### src/rtl/clock_pkg.sv
// Shared constants and types for the digital clock: digit indices, BCD digit
// limits and the packed HH:MM:SS payload.
package clock_pkg;

    localparam int unsigned DIGIT_W    = 4;
    localparam int unsigned SEL_W      = 3;
    localparam int unsigned NUM_DIGITS = 6;
    localparam int unsigned TIME_W     = DIGIT_W * NUM_DIGITS;

    // Digit indices as produced by the select FSM (6 and 7 are unused codes)
    localparam logic [SEL_W-1:0] DIG_H10 = 3'd0;
    localparam logic [SEL_W-1:0] DIG_H1  = 3'd1;
    localparam logic [SEL_W-1:0] DIG_M10 = 3'd2;
    localparam logic [SEL_W-1:0] DIG_M1  = 3'd3;
    localparam logic [SEL_W-1:0] DIG_S10 = 3'd4;
    localparam logic [SEL_W-1:0] DIG_S1  = 3'd5;

    // Largest legal value of each digit class
    localparam logic [DIGIT_W-1:0] LIM_UNITS = 4'd9;
    localparam logic [DIGIT_W-1:0] LIM_TENS  = 4'd5;
    localparam logic [DIGIT_W-1:0] LIM_H10   = 4'd2;
    localparam logic [DIGIT_W-1:0] LIM_H1_HI = 4'd3;

    // Six BCD digits, most significant (h10) first
    typedef struct packed {
        logic [DIGIT_W-1:0] h10;
        logic [DIGIT_W-1:0] h1;
        logic [DIGIT_W-1:0] m10;
        logic [DIGIT_W-1:0] m1;
        logic [DIGIT_W-1:0] s10;
        logic [DIGIT_W-1:0] s1;
    } bcd_time_t;

    localparam bcd_time_t TIME_ZERO = '0;
    localparam bcd_time_t DAY_END   = '{h10: 4'd2, h1: 4'd3, m10: 4'd5,
                                        m1: 4'd9, s10: 4'd5, s1: 4'd9};

    // Increment one BCD digit, wrapping to 0 once it has reached lim
    function automatic logic [DIGIT_W-1:0] bcd_wrap_inc(
        input logic [DIGIT_W-1:0] d,
        input logic [DIGIT_W-1:0] lim
    );
        return (d >= lim) ? '0 : d + DIGIT_W'(1);
    endfunction

endpackage

### src/rtl/time_keeper_if.sv
// Control/display bundle between the select FSM, time_keeper and the display mux.
interface time_keeper_if;

    logic                               set;
    logic [clock_pkg::SEL_W-1:0]        sel;
    logic                               up;
    logic [clock_pkg::TIME_W-1:0]       digits;
    logic                               sec_tick;
    logic                               day_wrap;

    modport master (
        output set, sel, up,
        input  digits, sec_tick, day_wrap
    );

    modport slave (
        input  set, sel, up,
        output digits, sec_tick, day_wrap
    );

endinterface

### src/rtl/time_keeper_tick_gen.sv
// One-second prescaler: counts 0..TICK_DIV-1, held at 0 while hold is high,
// and flags the terminal count for exactly one cycle.
module tick_gen #(
    parameter int unsigned TICK_DIV = 50_000_000
) (
    input  logic clk,
    input  logic reset,
    input  logic hold,
    output logic tc_c
);

    localparam int unsigned CNT_W = (TICK_DIV > 1) ? $clog2(TICK_DIV) : 1;
    localparam logic [CNT_W-1:0] TERM = CNT_W'(TICK_DIV - 1);

    logic [CNT_W-1:0] cnt;

    // Prescaler count; hold restarts it so the next second is a full period
    always_ff @(posedge clk or posedge reset) begin
        if (reset) begin
            cnt <= '0;
        end else if (hold || (cnt == TERM)) begin
            cnt <= '0;
        end else begin
            cnt <= cnt + CNT_W'(1);
        end
    end

    // Terminal count is suppressed while held, so set wins over a coincident tick
    assign tc_c = !hold && (cnt == TERM);

endmodule

### src/rtl/time_keeper.sv
// Running HH:MM:SS time as six BCD digits: one-second advance with carry in run
// mode, per-digit wrapping edits in set mode.
module time_keeper
    import clock_pkg::*;
#(
    parameter int unsigned TICK_DIV = 50_000_000
) (
    input  logic          clk,
    input  logic          reset,
    time_keeper_if.slave  bus
);

    bcd_time_t          cur;
    bcd_time_t          nxt_c;
    bcd_time_t          adv_c;
    bcd_time_t          edt_c;
    logic               tick_c;
    logic [DIGIT_W-1:0] h1_lim_c;
    logic               cy_s10_c;
    logic               cy_m1_c;
    logic               cy_m10_c;
    logic               cy_h1_c;
    logic               cy_h10_c;
    logic               sec_tick_q;
    logic               day_wrap_q;

    tick_gen #(
        .TICK_DIV (TICK_DIV)
    ) u_tick_gen (
        .clk   (clk),
        .reset (reset),
        .hold  (bus.set),
        .tc_c  (tick_c)
    );

    // h1 tops out at 3 in the twenties, otherwise at 9
    assign h1_lim_c = (cur.h10 >= LIM_H10) ? LIM_H1_HI : LIM_UNITS;

    // One-second advance: ripple carry through the six digits
    always_comb begin
        adv_c    = cur;
        cy_s10_c = (cur.s1 >= LIM_UNITS);
        cy_m1_c  = cy_s10_c && (cur.s10 >= LIM_TENS);
        cy_m10_c = cy_m1_c  && (cur.m1  >= LIM_UNITS);
        cy_h1_c  = cy_m10_c && (cur.m10 >= LIM_TENS);
        cy_h10_c = cy_h1_c  && (cur.h1  >= h1_lim_c);

        adv_c.s1 = bcd_wrap_inc(cur.s1, LIM_UNITS);
        if (cy_s10_c) adv_c.s10 = bcd_wrap_inc(cur.s10, LIM_TENS);
        if (cy_m1_c)  adv_c.m1  = bcd_wrap_inc(cur.m1,  LIM_UNITS);
        if (cy_m10_c) adv_c.m10 = bcd_wrap_inc(cur.m10, LIM_TENS);
        if (cy_h1_c)  adv_c.h1  = bcd_wrap_inc(cur.h1,  h1_lim_c);
        if (cy_h10_c) adv_c.h10 = bcd_wrap_inc(cur.h10, LIM_H10);
    end

    // Single-digit edit, no carry; entering the twenties clamps h1 to 3
    always_comb begin
        edt_c = cur;
        case (bus.sel)
            DIG_H10: begin
                edt_c.h10 = bcd_wrap_inc(cur.h10, LIM_H10);
                if ((edt_c.h10 == LIM_H10) && (cur.h1 > LIM_H1_HI)) begin
                    edt_c.h1 = LIM_H1_HI;
                end
            end
            DIG_H1:  edt_c.h1  = bcd_wrap_inc(cur.h1,  h1_lim_c);
            DIG_M10: edt_c.m10 = bcd_wrap_inc(cur.m10, LIM_TENS);
            DIG_M1:  edt_c.m1  = bcd_wrap_inc(cur.m1,  LIM_UNITS);
            DIG_S10: edt_c.s10 = bcd_wrap_inc(cur.s10, LIM_TENS);
            DIG_S1:  edt_c.s1  = bcd_wrap_inc(cur.s1,  LIM_UNITS);
            default: edt_c = cur;
        endcase
    end

    // Mode select: edits only in set mode, seconds only in run mode
    always_comb begin
        nxt_c = cur;
        if (bus.set) begin
            if (bus.up) nxt_c = edt_c;
        end else if (tick_c) begin
            nxt_c = adv_c;
        end
    end

    // Time register and one-cycle event pulses aligned with the new value
    always_ff @(posedge clk or posedge reset) begin
        if (reset) begin
            cur        <= TIME_ZERO;
            sec_tick_q <= 1'b0;
            day_wrap_q <= 1'b0;
        end else begin
            cur        <= nxt_c;
            sec_tick_q <= tick_c;
            day_wrap_q <= tick_c && (cur == DAY_END);
        end
    end

    assign bus.digits   = cur;
    assign bus.sec_tick = sec_tick_q;
    assign bus.day_wrap = day_wrap_q;

endmodule

### src/flat_wrapper.sv
// flat-port wrapper written by rule: the top's interface ports become plain ports
module time_keeper_flat import clock_pkg::*;
#(
    parameter int unsigned TICK_DIV = 50_000_000
)
  (clk, reset, bus_set, bus_sel, bus_up, bus_digits, bus_sec_tick, bus_day_wrap);
  time_keeper_if bus_i ();
  input  logic clk;
  input  logic reset;
  input wire logic [$bits(bus_i.set)-1:0] bus_set;
  input wire logic [$bits(bus_i.sel)-1:0] bus_sel;
  input wire logic [$bits(bus_i.up)-1:0] bus_up;
  output wire logic [$bits(bus_i.digits)-1:0] bus_digits;
  output wire logic [$bits(bus_i.sec_tick)-1:0] bus_sec_tick;
  output wire logic [$bits(bus_i.day_wrap)-1:0] bus_day_wrap;
  assign bus_i.set = bus_set;
  assign bus_i.sel = bus_sel;
  assign bus_i.up = bus_up;
  assign bus_digits = bus_i.digits;
  assign bus_sec_tick = bus_i.sec_tick;
  assign bus_day_wrap = bus_i.day_wrap;
  time_keeper #(.TICK_DIV(TICK_DIV)) u_core (.clk(clk), .reset(reset), .bus(bus_i));
endmodule
### config.mk
export PLATFORM = sky130hd
export DESIGN_NAME = time_keeper_flat
export DESIGN_NICKNAME = d
export VERILOG_FILES = /design/src/rtl/clock_pkg.sv /design/src/rtl/time_keeper_if.sv /design/src/rtl/time_keeper_tick_gen.sv /design/src/rtl/time_keeper.sv /design/src/flat_wrapper.sv
export SDC_FILE = /design/constraint.sdc
export NUM_CORES = 1
export LEC_CHECK = 0
export CORE_MARGIN = 10
export CORE_UTILIZATION = 43
export CTS_BUF_LIST = sky130_fd_sc_hd__clkbuf_8
export CTS_CLUSTER_DIAMETER = 30
export DETAILED_ROUTE_END_ITERATION = 8
export PLACE_DENSITY = 0.66
export SLEW_MARGIN = 0
export SYNTH_ARGS = -nofsm -noshare
export SYNTH_HDL_FRONTEND = slang
export SYNTH_SLANG_ARGS = --single-unit
### constraint.sdc
create_clock -name clk -period 2.6 [get_ports clk]
set_input_delay 0.39 -clock clk [delete_from_list [all_inputs] [get_ports clk]]
set_output_delay 0.39 -clock clk [all_outputs]
set_load 0.05 [all_outputs]
Word level (Yosys, flattened, before mapping) --
Cells that the tools add are included.
Operators by class: div/mod/pow operators 0, magnitude comparators 7, equal/unequal tests 16, shifts and indexed selects 0, $add $sub $neg 7, bitwise gates (word level) 0, muxes and demuxes 23, reduce and logical (&&, ||, !) cells 22, $mul 0
Operators by type and width (number):
- 24-bit 2-to-1 mux | 3
- 4-bit 2-to-1 mux | 18
- 26-bit by 1-bit adder with 26-bit output, second input constant | 1
- 26-bit equality test, second input constant | 1
- 26-bit 2-to-1 mux | 1
- 4-bit by 1-bit adder with 4-bit output, second input constant | 6
- 24-bit by 22-bit equality test with 1-bit output, second input constant | 1
- 4-bit AND reduction | 4
- 2-bit by 1-bit != test with 1-bit output, second input constant | 6
- 2-bit nonzero test | 6
- 4-bit by 3-bit >= comparator with 1-bit output, second input constant | 2
- 4-bit >= comparator, second input constant | 2
- 4-bit one-hot mux with 2 select lines | 1
- 1-bit logical AND | 7
- 3-bit by 2-bit equality test with 1-bit output, second input constant | 2
- 3-bit equality test, second input constant | 2
- 5-bit AND reduction | 1
- 4-bit by 2-bit equality test with 1-bit output, second input constant | 1
- 4-bit by 2-bit >= comparator with 1-bit output, second input constant | 1
- 4-bit >= comparator | 1
- 4-bit by 2-bit greater-than comparator with 1-bit output, second input constant | 1
- 3-bit by 1-bit equality test with 1-bit output, second input constant | 1
- 3-bit logical NOT | 1
- 3-bit by 1-bit != test with 1-bit output, second input constant | 1
- 4 further kinds | 4
Word-level totals: ROM bits 0, memories kept 0, bits of input ports 7, memory bits (writable) 0, register bits 52, output and inout bits 26, word-level logic and storage cells 84, latch bits 0

Logic depth before layout (Yosys ltp) --
depth in word-level cells 8, gate-level depth with buffers 10, depth with buffers taken out 10

Hierarchy --
From an unflattened synthesis, not the netlist that was laid out.
Unflattened totals: cells, all modules 333, area total of the unflattened synthesis 3149.3 um^2
Modules (own cells, without submodules):
- time_keeper | instances 1, area an instance 1709.1 um^2, cells each 176, sequential area each 650.6 um^2
- tick_gen | instances 1, area an instance 1440.1 um^2, cells each 157, sequential area each 650.6 um^2

Worst setup path before layout --
OpenSTA, ideal clock, no wires.
path type register to register, start register u_core.cur (netlist bit u_core.bus.digits[20]), end register u_core.cur (netlist bit u_core.bus.digits[21]), stages on the path, launching flop included 9, arrival time 2.735 ns, slack -0.260 ns, buffers on the path 0, cell sequence dfrtp_1 inv_1 ha_1 nor4_1 ha_1 a211o_1 a21o_1 a21oi_2 mux2_4
On the way: word-level cells in the longest chain between the ends 6, elaborated cells on any way between the ends 13, classes of those cells 1 x add/sub; 2 x order compare; 7 x mux; 3 x reduce/logical
Ends and longest elaborated chain:
- start, declared | line time_keeper.sv:13 | bcd_time_t cur;
- start signal, assigned | line time_keeper.sv:92 | cur <= nxt_c;
- 4-bit by 2-bit >= comparator with 1-bit output | line clock_pkg.sv:43, time_keeper.sv:37
- 4-bit 2-to-1 mux | line time_keeper.sv:37 | assign h1_lim_c = (cur.h10 >= LIM_H10) ? LIM_H1_HI : LIM_UNITS;
- 4-bit >= comparator | line time_keeper.sv:46 | cy_h10_c = cy_h1_c && (cur.h1 >= h1_lim_c);
- 1-bit logical AND | line time_keeper.sv:46
- 2-bit nonzero test (no source line)
- 4-bit AND reduction (no source line)
Parallel ways exist; a longest one is shown, timed or not. The select of a mux whose other input is x is not followed. A chain may end at the register's enable or synchronous reset.

Final worst setup path --
Ends and elaborated chain as after synthesis.

==> summary.md <==
The flow ran to the end, and the final reports show no timing, DRC or antenna violations. After layout, the minimum clock period comes to 2.433 ns. The number of core rows is 29, and the number of enable-type register cells in the synthesized netlist is 0. The path type of the worst min-delay path is primary input to async pin. The logs give 2.64 ns for the data arrival time at the worst-slack endpoint and 0.4469 for the share of synthesized area occupied by flip-flops and latches. Max-cap violations in this run came to 0. The post-synthesis async set-or-reset flop share is 1.000. The area of the die came out at 10,460 sq um.

Number of sinks on the clock net: 52. Relative to the synthesized area, the layout overhead comes to 20.84%. Leaving out fill and tap cells, the most frequent cells in the layout are sky130_fd_sc_hd__dfrtp_1, sky130_fd_sc_hd__nor2_1, sky130_fd_sc_hd__clkdlybuf4s50_1, sky130_fd_sc_hd__nand2_1, sky130_fd_sc_hd__inv_1. The maximum number of pins on one net before global-route repair came out at 26. Detailed routing placed a total of 2767 um of wire on met2.

The endpoint kind of the worst setup timing path was a flip-flop. Root buffer cell: sky130_fd_sc_hd__clkbuf_8. Number of synthesis warnings: 0.

Routability-driven placement finished with a final weighted congestion of 0.8027. The most used flip-flop cell after synthesis was sky130_fd_sc_hd__dfrtp_1. Counting every net in the synthesized netlist gives 337. After clock tree synthesis, the clock-pin slew on the worst setup and hold paths is 0.10 ns.

The tools report the half-perimeter wire length after placement as 4834 um. The floorplan step defined a core boundary enclosing 6459 sq um. The total DRC errors in the routed layout was 0. Synthesis inferred 52 register bits. In the final routing, the length of wire on met1 measures 3162 um. After technology mapping, the gate count stands at 312.

The fraction of post-synthesis cell area in the top cell type by area came out at 0.4469. The H-tree depth was 2. The critical path starts at u_core.bus.digits[20].

The run gives 0 ns as the final sum of negative setup slack. On the final layout, the worst hold slack is 0.3491 ns. The tools report the number of antenna violations at the first check in global routing as 0. Leaving out fill and tap cells, the most frequent cell in the layout is sky130_fd_sc_hd__dfrtp_1. Setup violations remaining at the end of the flow were counted as 0. The logs give 345 um for the met3 wire length and 382 for the net count of the finished layout. Along the worst path, the maximum fanout reaches 4. The tools report the leakage power as 1.576 nW. The critical path is of the flip-flop to flip-flop type. The run gives 6357 um as the total wire length after detailed routing. For this design, the CTS-stage hold fixing added 0 buffers. The die is 102.3 um tall.

The first global-routing pass estimated 10,980 um of wire. The tools report the combined global-route utilization of all metal layers as 0.1306. The run gives 0 as the count of endpoints failing hold in the final timing report. The top layer used by detailed routing was met4. Share of the cycle needed by the critical path after routing: 0.9357. For the buffer count from post-CTS setup fixing, the log shows 0.

The number of clock buffers added by TritonCTS is 5. The initial standard-cell utilization of the core came out at 0.4508. The mapped netlist covers 2912 sq um. The proportion of power drawn by flip-flops and latches came out at 0.368. By area the synthesized netlist is led by sky130_fd_sc_hd__dfrtp_1, sky130_fd_sc_hd__ha_1, sky130_fd_sc_hd__nor2_1, sky130_fd_sc_hd__xor2_1, sky130_fd_sc_hd__nand2_1. The proportion of layout cells with a drive suffix above 1 was 0.07542. TritonCTS built the clock tree. For this design the ratio of total power to cell area is 838.4 nW/um^2. The later pin in the worst-skew pair is clocked with a latency of 0.31 ns. For this run, the detailed router's first-pass iteration total came to 4. The worst flop-to-flop path startpoint was u_core.bus.digits[20]. The run gives 0 as the final count of pins violating max slew. On the final layout, the worst clock skew is 0.005446 ns.

The number of global-route vias before repair came out at 2,252. In the final routed layout, each cell accounts on average for 14.61 um. The mean post-synth cell area was 9.332 sq um; the count of antenna diodes in the layout was 0. The clock share of power is 0.209, and the combinational cell fraction of total power is 0.423.

STA puts the critical path data required time at 2.81 ns. The die is 102.3 um wide. The count of pins on the block boundary was 33. Summed over all nets, the switching power comes to 1.227 mW.

For this run the aggregate overflow at the end of global routing stands at 0. The tools report the post-route core utilization as 0.5448. For the number of instances resized during post-cts repair, the log shows 0. Setup repair after global routing left no endpoint under its margin. The internal portion of the total power is 1.723 mW. The post-synthesis cell type with the largest combined area is sky130_fd_sc_hd__dfrtp_1. The maximum number of buffers from clock root to sink came out at 2. The final route contains 2,279 vias.

The measured slew at the worst slew-check pin was 0.5255 ns. The upper clock frequency limit came out at 411.1 MHz. Switching portion of total power: 0.4159. After the first detailed-routing iteration, the DRC count stood at 114. For the worst slew margin relative to its limit, the log shows 0.6497.

VDD sags by at most 0.6571 mV. The port buffer count works out to 32. The startpoint kind of the worst setup timing path was a flip-flop. The residual antenna-violating net count after detailed routing is 0, and the routed via count divided by cell count is 5.239. Counting distinct cell types in the post-synthesis netlist gives 43.
-- path summary, 6_finish.rpt --
path	end	slack, ns	cells after the start
max	u_core.bus.digits[21]	0.17	8
min	u_core.bus.digits[14]	0.35	2
max in group asynchronous	u_core.bus.digits[20]	1.66	3
min reg2reg	u_core.u_tick_gen.cnt[0]	0.49	1
min in group clk	u_core.u_tick_gen.cnt[0]	0.49	1
max reg2reg	u_core.bus.digits[21]	0.17	8
-- per-layer routing --
metal,GRT usage,vias up
met5,0,-
met4,0.04013,0
met3,0.03644,7
met2,0.1931,35
met1,0.1807,1070
li1,-,1167
-- sequential cells by signal (all words and copies together) (netlist names) --
| name | cells |
|---|---|
| u_core.bus.day_wrap | 1 |
| u_core.u_tick_gen.cnt | 26 |
| u_core.bus.sec_tick | 1 |
| u_core.bus.digits | 24 |
-- per-stage QoR --
stage	instances	setup WS, ns	total power, mW	cell area, sq um
6_report	435	0.1673	2.950	3518
5_1_grt	435	0.003955	3.168	3518
4_1_cts	435	0.1390	2.977	3518
3_5_place_dp	427	0.1873	2.350	3392
3_3_place_gp	427	0.2040	2.332	3392
2_1_floorplan	312	0.02040	1.932	2919
-- cells by family after synthesis --
logic type / after synthesis / share of synthesized area
mux: 6 / 0.02320
buf+inv: 25 / 0.03352
flops: 52 / 0.4469
fa+ha+maj: 18 / 0.07735
xor+xnor: 24 / 0.07220
simple gates: 146 / 0.2570
compound gates: 41 / 0.08982
-- power groups by stage --
stage          combinational (mW)  clock, mW  sequential, mW
2_1_floorplan               0.494          0            1.44
3_3_place_gp                 1.23          0            1.10
3_5_place_dp                 1.25          0            1.10
4_1_cts                      1.26      0.632            1.08
5_1_grt                      1.40      0.662            1.11
6_report                     1.25      0.618            1.08
-- worst max-delay path: stages (launching register included) --
cell                      delay (ns)
sky130_fd_sc_hd__dfrtp_2        0.39
sky130_fd_sc_hd__inv_1          0.08
sky130_fd_sc_hd__ha_1           0.23
sky130_fd_sc_hd__nor4_2         0.22
sky130_fd_sc_hd__ha_1           0.30
sky130_fd_sc_hd__a211o_1        0.30
sky130_fd_sc_hd__a21o_1         0.21
sky130_fd_sc_hd__a21oi_2        0.27
sky130_fd_sc_hd__mux2_4         0.32
-- cells in the mapped netlist, types with 2 or more instances --
master	count
sky130_fd_sc_hd__o31ai_1	5
sky130_fd_sc_hd__mux2i_1	3
sky130_fd_sc_hd__nor3b_1	2
sky130_fd_sc_hd__o21ai_0	15
sky130_fd_sc_hd__nand4_1	3
sky130_fd_sc_hd__nor4_1	8
sky130_fd_sc_hd__dfrtp_1	52
sky130_fd_sc_hd__or4_1	2
sky130_fd_sc_hd__and4_1	2
sky130_fd_sc_hd__nand2b_1	7
sky130_fd_sc_hd__a21o_1	2
sky130_fd_sc_hd__o21a_1	2
sky130_fd_sc_hd__nand2_1	29
sky130_fd_sc_hd__and3_1	6
sky130_fd_sc_hd__buf_2	3
sky130_fd_sc_hd__mux2_1	2
sky130_fd_sc_hd__inv_1	21
sky130_fd_sc_hd__nor2_1	44
sky130_fd_sc_hd__a21oi_1	8
sky130_fd_sc_hd__and2_1	5
sky130_fd_sc_hd__ha_1	18
sky130_fd_sc_hd__xnor2_1	11
sky130_fd_sc_hd__nor3_1	8
sky130_fd_sc_hd__o41ai_1	2
sky130_fd_sc_hd__nand3_1	19
sky130_fd_sc_hd__xor2_1	13
sky130_fd_sc_hd__nand4b_1	3
sky130_fd_sc_hd__a211o_1	2
-- layout make-up --
class	instances	area [sq um]
clock buffer	7	96.34
tap	77	96.34
clock inverter	1	30.03
fill	584	2940
inverter	21	78.83
multi-input combinational	235	1519
timing repair buffer	42	395.4
sequential	52	1303
Power figures use the tool's default switching activity.
